File: config.mk
export PLATFORM = sky130hd
export DESIGN_NAME = muldiv_unit
export DESIGN_NICKNAME = d
export VERILOG_FILES = /design/src/rtl/muldiv_unit.sv
export SDC_FILE = /design/constraint.sdc
export NUM_CORES = 1
export LEC_CHECK = 0
export CAP_MARGIN = 20
export CORE_ASPECT_RATIO = 0.7
export CORE_MARGIN = 4
export CORE_UTILIZATION = 40
export DETAILED_ROUTE_END_ITERATION = 7
export GPL_ROUTABILITY_DRIVEN = 0
export PLACE_DENSITY_LB_ADDON = 0.05
export SETUP_SLACK_MARGIN = 0.2
export SYNTH_ARGS = -nofsm -noshare
export SYNTH_HDL_FRONTEND = slang
export SYNTH_SLANG_ARGS = --single-unit
File: constraint.sdc
create_clock -name clock -period 8.5 [get_ports clock]
set_clock_uncertainty 0.1 [all_clocks]
set_input_delay 0.85 -clock clock [delete_from_list [all_inputs] [get_ports clock]]
set_output_delay 0.85 -clock clock [all_outputs]
set_load 0.03 [all_outputs]
File: src/rtl/muldiv_unit.sv
// Iterative RV32M multiply/divide unit: 32 shift-add or restoring-division steps on
// operand magnitudes, with the sign correction folded into the edge that enters DONE.
module muldiv_unit (
   input  logic        clock,
   input  logic        reset,
   input  logic        start,
   input  logic        kill,
   input  logic [2:0]  funct3,
   input  logic [31:0] rs1_value,
   input  logic [31:0] rs2_value,
   input  logic [4:0]  rd,
   output logic        busy,
   output logic        done,
   output logic [31:0] result,
   output logic [4:0]  result_rd,
   output logic        regwrite
);

   typedef enum logic [1:0] {IDLE, CALC, DONE} state_t;

   state_t      state_reg;
   logic [4:0]  count_reg;
   logic [63:0] acc_reg;
   logic [31:0] op_reg;
   logic [2:0]  funct3_reg;
   logic [4:0]  rd_reg;
   logic        sign_a_reg;
   logic        sign_b_reg;
   logic        div_zero_reg;
   logic [31:0] result_reg;
   logic [4:0]  result_rd_reg;
   logic        done_reg;
   logic        busy_reg;

   logic        a_signed;
   logic        b_signed;
   logic        sign_a;
   logic        sign_b;
   logic [31:0] a_mag;
   logic [31:0] b_mag;

   // Operand decode at capture time: signedness per opcode, then magnitudes.
   always_comb begin
      a_signed = (funct3 != 3'b011) && (funct3 != 3'b101) && (funct3 != 3'b111);
      b_signed = (funct3 == 3'b000) || (funct3 == 3'b001) ||
                 (funct3 == 3'b100) || (funct3 == 3'b110);
      sign_a   = a_signed & rs1_value[31];
      sign_b   = b_signed & rs2_value[31];
      a_mag    = sign_a ? (32'd0 - rs1_value) : rs1_value;
      b_mag    = sign_b ? (32'd0 - rs2_value) : rs2_value;
   end

   logic [32:0] mul_sum;
   logic [32:0] div_shift;
   logic        div_ge;
   logic [31:0] div_sub;
   logic [63:0] acc_next;
   logic [63:0] prod;
   logic [31:0] quot;
   logic [31:0] rem;
   logic [31:0] final_value;

   // acc_reg holds {product high, multiplier} for multiply and
   // {partial remainder, dividend/quotient} for divide.
   always_comb begin
      mul_sum   = {1'b0, acc_reg[63:32]} + (acc_reg[0] ? {1'b0, op_reg} : 33'd0);
      div_shift = {acc_reg[63:32], acc_reg[31]};
      div_ge    = div_shift >= {1'b0, op_reg};
      div_sub   = div_shift[31:0] - op_reg;
      if (funct3_reg[2]) begin
         if (div_ge)
            acc_next = {div_sub, acc_reg[30:0], 1'b1};
         else
            acc_next = {div_shift[31:0], acc_reg[30:0], 1'b0};
      end else begin
         acc_next = {mul_sum, acc_reg[31:1]};
      end

      prod = (sign_a_reg ^ sign_b_reg) ? (64'd0 - acc_next) : acc_next;
      // A zero divisor must yield all-ones regardless of dividend sign.
      quot = ((sign_a_reg ^ sign_b_reg) && !div_zero_reg) ? (32'd0 - acc_next[31:0])
                                                           : acc_next[31:0];
      rem  = sign_a_reg ? (32'd0 - acc_next[63:32]) : acc_next[63:32];

      case (funct3_reg)
         3'b000:                 final_value = prod[31:0];
         3'b001, 3'b010, 3'b011: final_value = prod[63:32];
         3'b100, 3'b101:         final_value = quot;
         default:                final_value = rem;
      endcase
   end

   always_ff @(posedge clock or negedge reset) begin
      if (!reset) begin
         state_reg     <= IDLE;
         count_reg     <= 5'd0;
         acc_reg       <= 64'd0;
         op_reg        <= 32'd0;
         funct3_reg    <= 3'd0;
         rd_reg        <= 5'd0;
         sign_a_reg    <= 1'b0;
         sign_b_reg    <= 1'b0;
         div_zero_reg  <= 1'b0;
         result_reg    <= 32'd0;
         result_rd_reg <= 5'd0;
         done_reg      <= 1'b0;
         busy_reg      <= 1'b0;
      end else begin
         done_reg <= 1'b0;
         case (state_reg)
            IDLE: begin
               if (start && !kill) begin
                  state_reg    <= CALC;
                  busy_reg     <= 1'b1;
                  count_reg    <= 5'd0;
                  funct3_reg   <= funct3;
                  rd_reg       <= rd;
                  sign_a_reg   <= sign_a;
                  sign_b_reg   <= sign_b;
                  div_zero_reg <= (rs2_value == 32'd0);
                  op_reg       <= funct3[2] ? b_mag : a_mag;
                  acc_reg      <= {32'd0, (funct3[2] ? a_mag : b_mag)};
               end
            end
            CALC: begin
               if (kill) begin
                  state_reg <= IDLE;
                  busy_reg  <= 1'b0;
               end else begin
                  acc_reg   <= acc_next;
                  count_reg <= count_reg + 5'd1;
                  if (count_reg == 5'd31) begin
                     state_reg     <= DONE;
                     done_reg      <= 1'b1;
                     result_reg    <= final_value;
                     result_rd_reg <= rd_reg;
                  end
               end
            end
            default: begin
               state_reg <= IDLE;
               busy_reg  <= 1'b0;
            end
         endcase
      end
   end

   assign busy      = busy_reg;
   assign done      = done_reg;
   assign result    = result_reg;
   assign result_rd = result_rd_reg;
   assign regwrite  = done_reg & (result_rd_reg != 5'd0);

endmodule

== After elaboration in Yosys (flattened, before gate mapping) ==
Index checks and enable logic that the tools add are counted.
Operators by class
  add/sub/neg operators: 8
  $lt $le $gt $ge: 1
  equality and inequality tests: 17
  mux-type cells: 27
  bitwise gates (word level): 5
  reductions and logical operators: 22
Operators with widths (count)
  2-to-1 mux 64 bit: 5
  2-to-1 mux 32 bit: 7
  one-hot mux 64 bit (2 select lines): 1
  subtractor 1 x 32 -> 32 bit (first input constant): 4
  one-hot mux 32 bit (3 select lines): 1
  subtractor 1 x 64 -> 64 bit (first input constant): 1
  adder 32 x 32 -> 33 bit: 1
  >= comparator 33 x 32 -> 1 bit: 1
  logical NOT 32 bit: 1
  subtractor 32 bit: 1
  equality test 3 bit (second input constant): 4
  2-to-1 mux 5 bit: 2
  one-hot mux 5 bit (2 select lines): 1
  inequality test 3 bit (second input constant): 3
  equality test 3 x 1 -> 1 bit (second input constant): 2
  equality test 3 x 2 -> 1 bit (second input constant): 2
  logical NOT 3 bit: 2
  2-to-1 mux 2 bit: 3
  inequality test 2 bit (second input constant): 3
  AND reduction 2 bit: 3
  AND reduction 3 bit: 2
  adder 5 x 1 -> 5 bit (second input constant): 1
  equality test 5 bit (second input constant): 1
  2-to-1 mux 1 bit: 5
  15 further kinds: 23
Word-level totals
  register bits: 153
  input port bits: 76
  output and inout port bits: 40
  logic and storage cells: 93

== Logic depth before layout (Yosys ltp) ==
  depth after elaboration: 9
  gate-level depth with buffers: 25
  gate-level depth less buffers: 21

== Worst setup path after synthesis ==
Ideal clock, no wire load.
  path type: register to register
  from: register funct3_reg[2]
  to: register result_reg[10], in the netlist result[10]
  setup time: 0.082 ns
  arrival: 5.510 ns
  data required time: 8.318 ns
  path slack: 2.808 ns
  stages on the path, launching flop included: 24
  path buffers: 12
  period minus slack after synthesis: 5.692 ns
  path through: dfrtp_1 -> buf_2 -> buf_4 -> buf_4 -> buf_6 -> buf_2 -> buf_1 -> buf_2 -> buf_2 -> buf_2 -> clkbuf_1 -> buf_1 -> mux2i_1 -> ha_1 -> o211ai_1 -> nor4_1 -> nand2_1 -> or3_1 -> clkbuf_1 -> or4_1 -> a21oi_1 -> nand3b_1 -> o21ai_0 -> a31oi_1
Between the ends
  word-level cells in the longest chain between the ends: 4
  elaborated cells between the ends (all ways): 16
  those cells by class: add/sub: 3; eq/ne: 5; mux: 5; reduce/logical: 3
Ends and longest elaborated chain
  start, declared: line 25  | logic [2:0] funct3_reg;
  start signal, assigned: line 116  | funct3_reg <= funct3;
  2-to-1 mux 64 bit: line 70  | if (funct3_reg[2]) begin
  subtractor 1 x 64 -> 64 bit, or another cell as far along: line 79  | prod = (sign_a_reg ^ sign_b_reg) ? (64'd0 - acc_next) : acc_next;
  2-to-1 mux 64 bit, or another cell as far along: line 79
  one-hot mux 32 bit (3 select lines) (*): line 85  | case (funct3_reg)
  end signal, assigned: line 135  | result_reg <= final_value;
  end, declared: line 30  | logic [31:0] result_reg;
Every way passes the cells marked *; elsewhere a longest branch is shown, timed or not.
A chain may end at the register's enable or synchronous reset.

== Worst setup path in the final report ==
  from: register acc_reg[37]
  to: register result_reg[25], in the netlist result[25]
Between the ends
  word-level cells in the longest chain between the ends: 6
  elaborated cells between the ends (all ways): 12
  those cells by class: add/sub: 5; order compare: 1; mux: 6
Ends and longest elaborated chain
  start, declared: line 23  | logic [63:0] acc_reg;
  start signal, assigned: line 122  | acc_reg <= {32'd0, (funct3[2] ? a_mag : b_mag)};
  start signal, assigned: line 130  | acc_reg <= acc_next;
  subtractor 32 bit or >= comparator 33 x 32 -> 1 bit (tied branches): line 69, 68
  2-to-1 mux 64 bit: line 71  | if (div_ge)
  2-to-1 mux 64 bit (*): line 70
  subtractor 1 x 64 -> 64 bit, or another cell as far along: line 79
  2-to-1 mux 64 bit, or another cell as far along: line 79
  one-hot mux 32 bit (3 select lines) (*): line 85
Marks and branches as above.

==> flow_summary.ini <==
[yosys]
synth-compound-area-share = 0.284
synth_xor_area_frac = 0.0973
ys.flop_type = dfrtp_1
avgSynthCellArea_sq_um = 7.30
yosysWarnings = 0
synth_top_cell_area_share = 0.231
synth_edf_count = 0
syn-num-nets = 2416
synth-simple-area-share = 0.236
synthMuxAreaShare = 0.0410
synth_top_family_by_area = compound AO/OA/AOI/OAI gates
netlist_area_sq_um = 16600
synthTopCellsByArea = dfrtp_1, nand2_1, a21oi_1
ys_ff_latch = 153
synth_area_leader_cell = dfrtp_1
synth_cell_types = 97
netlist_instances = 2268
synthArstFlopShare = 1.00
synth_seq_area_share = 0.231
synth_fa_ha_area_frac = 0.0553

[setup_path]
arrival_ns = 6.12
r2r_start = acc_reg[37]
crit_chain = ha_1 -> a21oi_1 -> o21ai_1 -> a21oi_2 -> a31o_1 -> nand2_8 -> o311ai_2 -> nor4b_1 -> nand2_1 -> or4_1 -> o41ai_1 -> xor2_1 -> o21ai_0 -> o21ai_1
crit_path_end_kind = flop
critPathLaunchType = flop
critPathMaxFanout = 28
slowest_delay_ns = 0.65
timing.rr.end = result[25]
slowest_stage = o311ai_2
critPathBufInv = 0
r2r_setup_slack_ns = 2.63
ff2ff_path_depth = 14
cpMostUsedCell = o21ai_1
path_class = flop to flop
path_delay_family = compound AO/OA/AOI/OAI gates
critPathRequiredTime_ns = 8.75

[clock_tree]
clockBufferDepth = 2
cts_buffers = 17
clkTransAtPathRegs_ns = 0.07
cts_tree = done
cts_resized = 0
cts_setup_buffers = 0
clk_latency_ns = 0.47
cts_sinks = 153
cts_hold_buf = 0
cts_root_buf = clkbuf_16
h-tree-depth = 4

[floorplanning]
start_util = 0.404
rows = 62
coreArea_sq_um = 41000
die_h_microns = 178
boundaryPins = 116
die_w_microns = 251
die_area_sq_um = 44800

[power_and_ir_drop]
leakagePower_uw = 0.00768
powerDensity_nw_per_um2 = 318
ir_drop_mv = 0.186

[final_layout]
largest_reg_flops = 64
instances_no_fill = 2849
drive_above_1_share = 0.0629
final_common_cell = nand2_1
antennaDiodeCount = 0
final_area_sq_um = 18800
final_nets = 2440
final_util = 0.458
layout_common_cells = nand2_1, nor2_1, a21oi_1
area_delta_synth_final_pct = 13.2

[sta]
rsz0062_at_grt = no
fmax_ghz = 0.170
hold_viol = 0
setup_viol = 0
fin_tns_setup_ns = 0
finalCritPeriodShare = 0.691
finalMaxSlewViolations = 0
post-route-min-period_ns = 5.87
max_slew_margin = 0.110
worstMarginPinSlew_ns = 1.30

[placement]
place_hpwl_microns = 53200
dpl_cell_area_sq_um = 18100
port-buffer-count = 115
placed_cells = 2813

[outcome]
outcome = completed

[route]
vias_per_cell = 6.23
drc = 0
drt-pass1-iter-count = 6
ant_nets = 0
drt-initial-drc-count = 2217
vias = 17753
wirelength_microns = 69000
wl_per_cell_microns = 24.2

[run]
cap_violations = 0

[grt]
grt_usage = 0.300
grt_max_degree = 70
grt_pass1_vias = 15907
overflow = 0
grt_pass1_wl_microns = 102000
antenna_found_initial = 1

[min_path]
hold_class = input port to asynchronous set/reset pin
==> logic make-up after synthesis <==
| group | Yosys count |
|---|---|
| fa+ha+maj | 72 |
| xor+xnor | 184 |
| compound gates | 736 |
| simple gates | 832 |
| mux | 66 |
| buf+inv | 225 |
| flops | 153 |
==> Yosys cell counts (12+ instances only) <==
master,number
a211oi_1,22
a21o_1,26
a21oi_1,213
a22o_1,14
a31oi_1,36
and2_1,46
and3_1,18
buf_1,12
buf_2,19
clkbuf_1,110
dfrtp_1,153
ha_1,70
inv_1,75
mux2_2,14
mux2i_1,51
nand2_1,285
nand2b_1,13
nand3_1,30
nand4_1,24
nor2_1,236
nor2b_1,12
nor3_1,57
nor4_1,24
o211ai_1,18
o21a_1,17
o21ai_0,212
o21ai_1,13
o221ai_1,17
o31ai_1,31
or3_1,25
or4_1,14
xnor2_1,100
xor2_1,84
==> metrics by stage <==
stage	hold slack [ns]	power, uW	setup WS (ns)
after floorplan	0.339	3740	2.81
after global placement	0.352	4990	2.42
after detailed placement	0.356	4990	2.51
after CTS	0.201	5820	2.47
after global routing	0.216	6300	2.34
final	0.200	5970	2.63
==> how the worst max path moves through the flow <==
stage                       start    endpoint  slack (ns)  cells past startpoint
detailed placement     acc_reg[0]  result[23]        2.51                     16
global placement       acc_reg[0]  result[25]        2.42                     16
CTS                    acc_reg[0]  result[23]        2.47                     16
floorplan           funct3_reg[2]  result[10]        2.81                     23
finish                acc_reg[37]  result[25]        2.63                     14
global route          acc_reg[39]  result[12]        2.34                     20
==> power breakdown <==
| group | leakage [uW] | internal [uW] | total [uW] | switching (uW) |
|---|---|---|---|---|
| clock network | 0.000284 | 448 | 817 | 370 |
| logic | 0.00545 | 1360 | 4040 | 2680 |
| registers | 0.00195 | 865 | 1110 | 245 |
| total | 0.00768 | 2670 | 5970 | 3290 |
==> routing by layer <==
layer  wire length (microns)  share of wire  track usage
met5                       0              0            0
met4                    1780          0.026       0.0797
met3                    7270           0.11       0.0803
met2                   27700           0.40        0.424
met1                   32200           0.47        0.448
==> final cells by class <==
cell class                      instances  area [sq um]
Timing Repair Buffer                  153          1470
Fill cell                            4219         22200
Clock buffer                           19           443
Sequential cell                       153          3830
Inverter                               77           289
Tap cell                              544           681
Multi-Input combinational cell       1890         11900
Clock inverter                         13           155
Power figures use the tool's default switching activity.
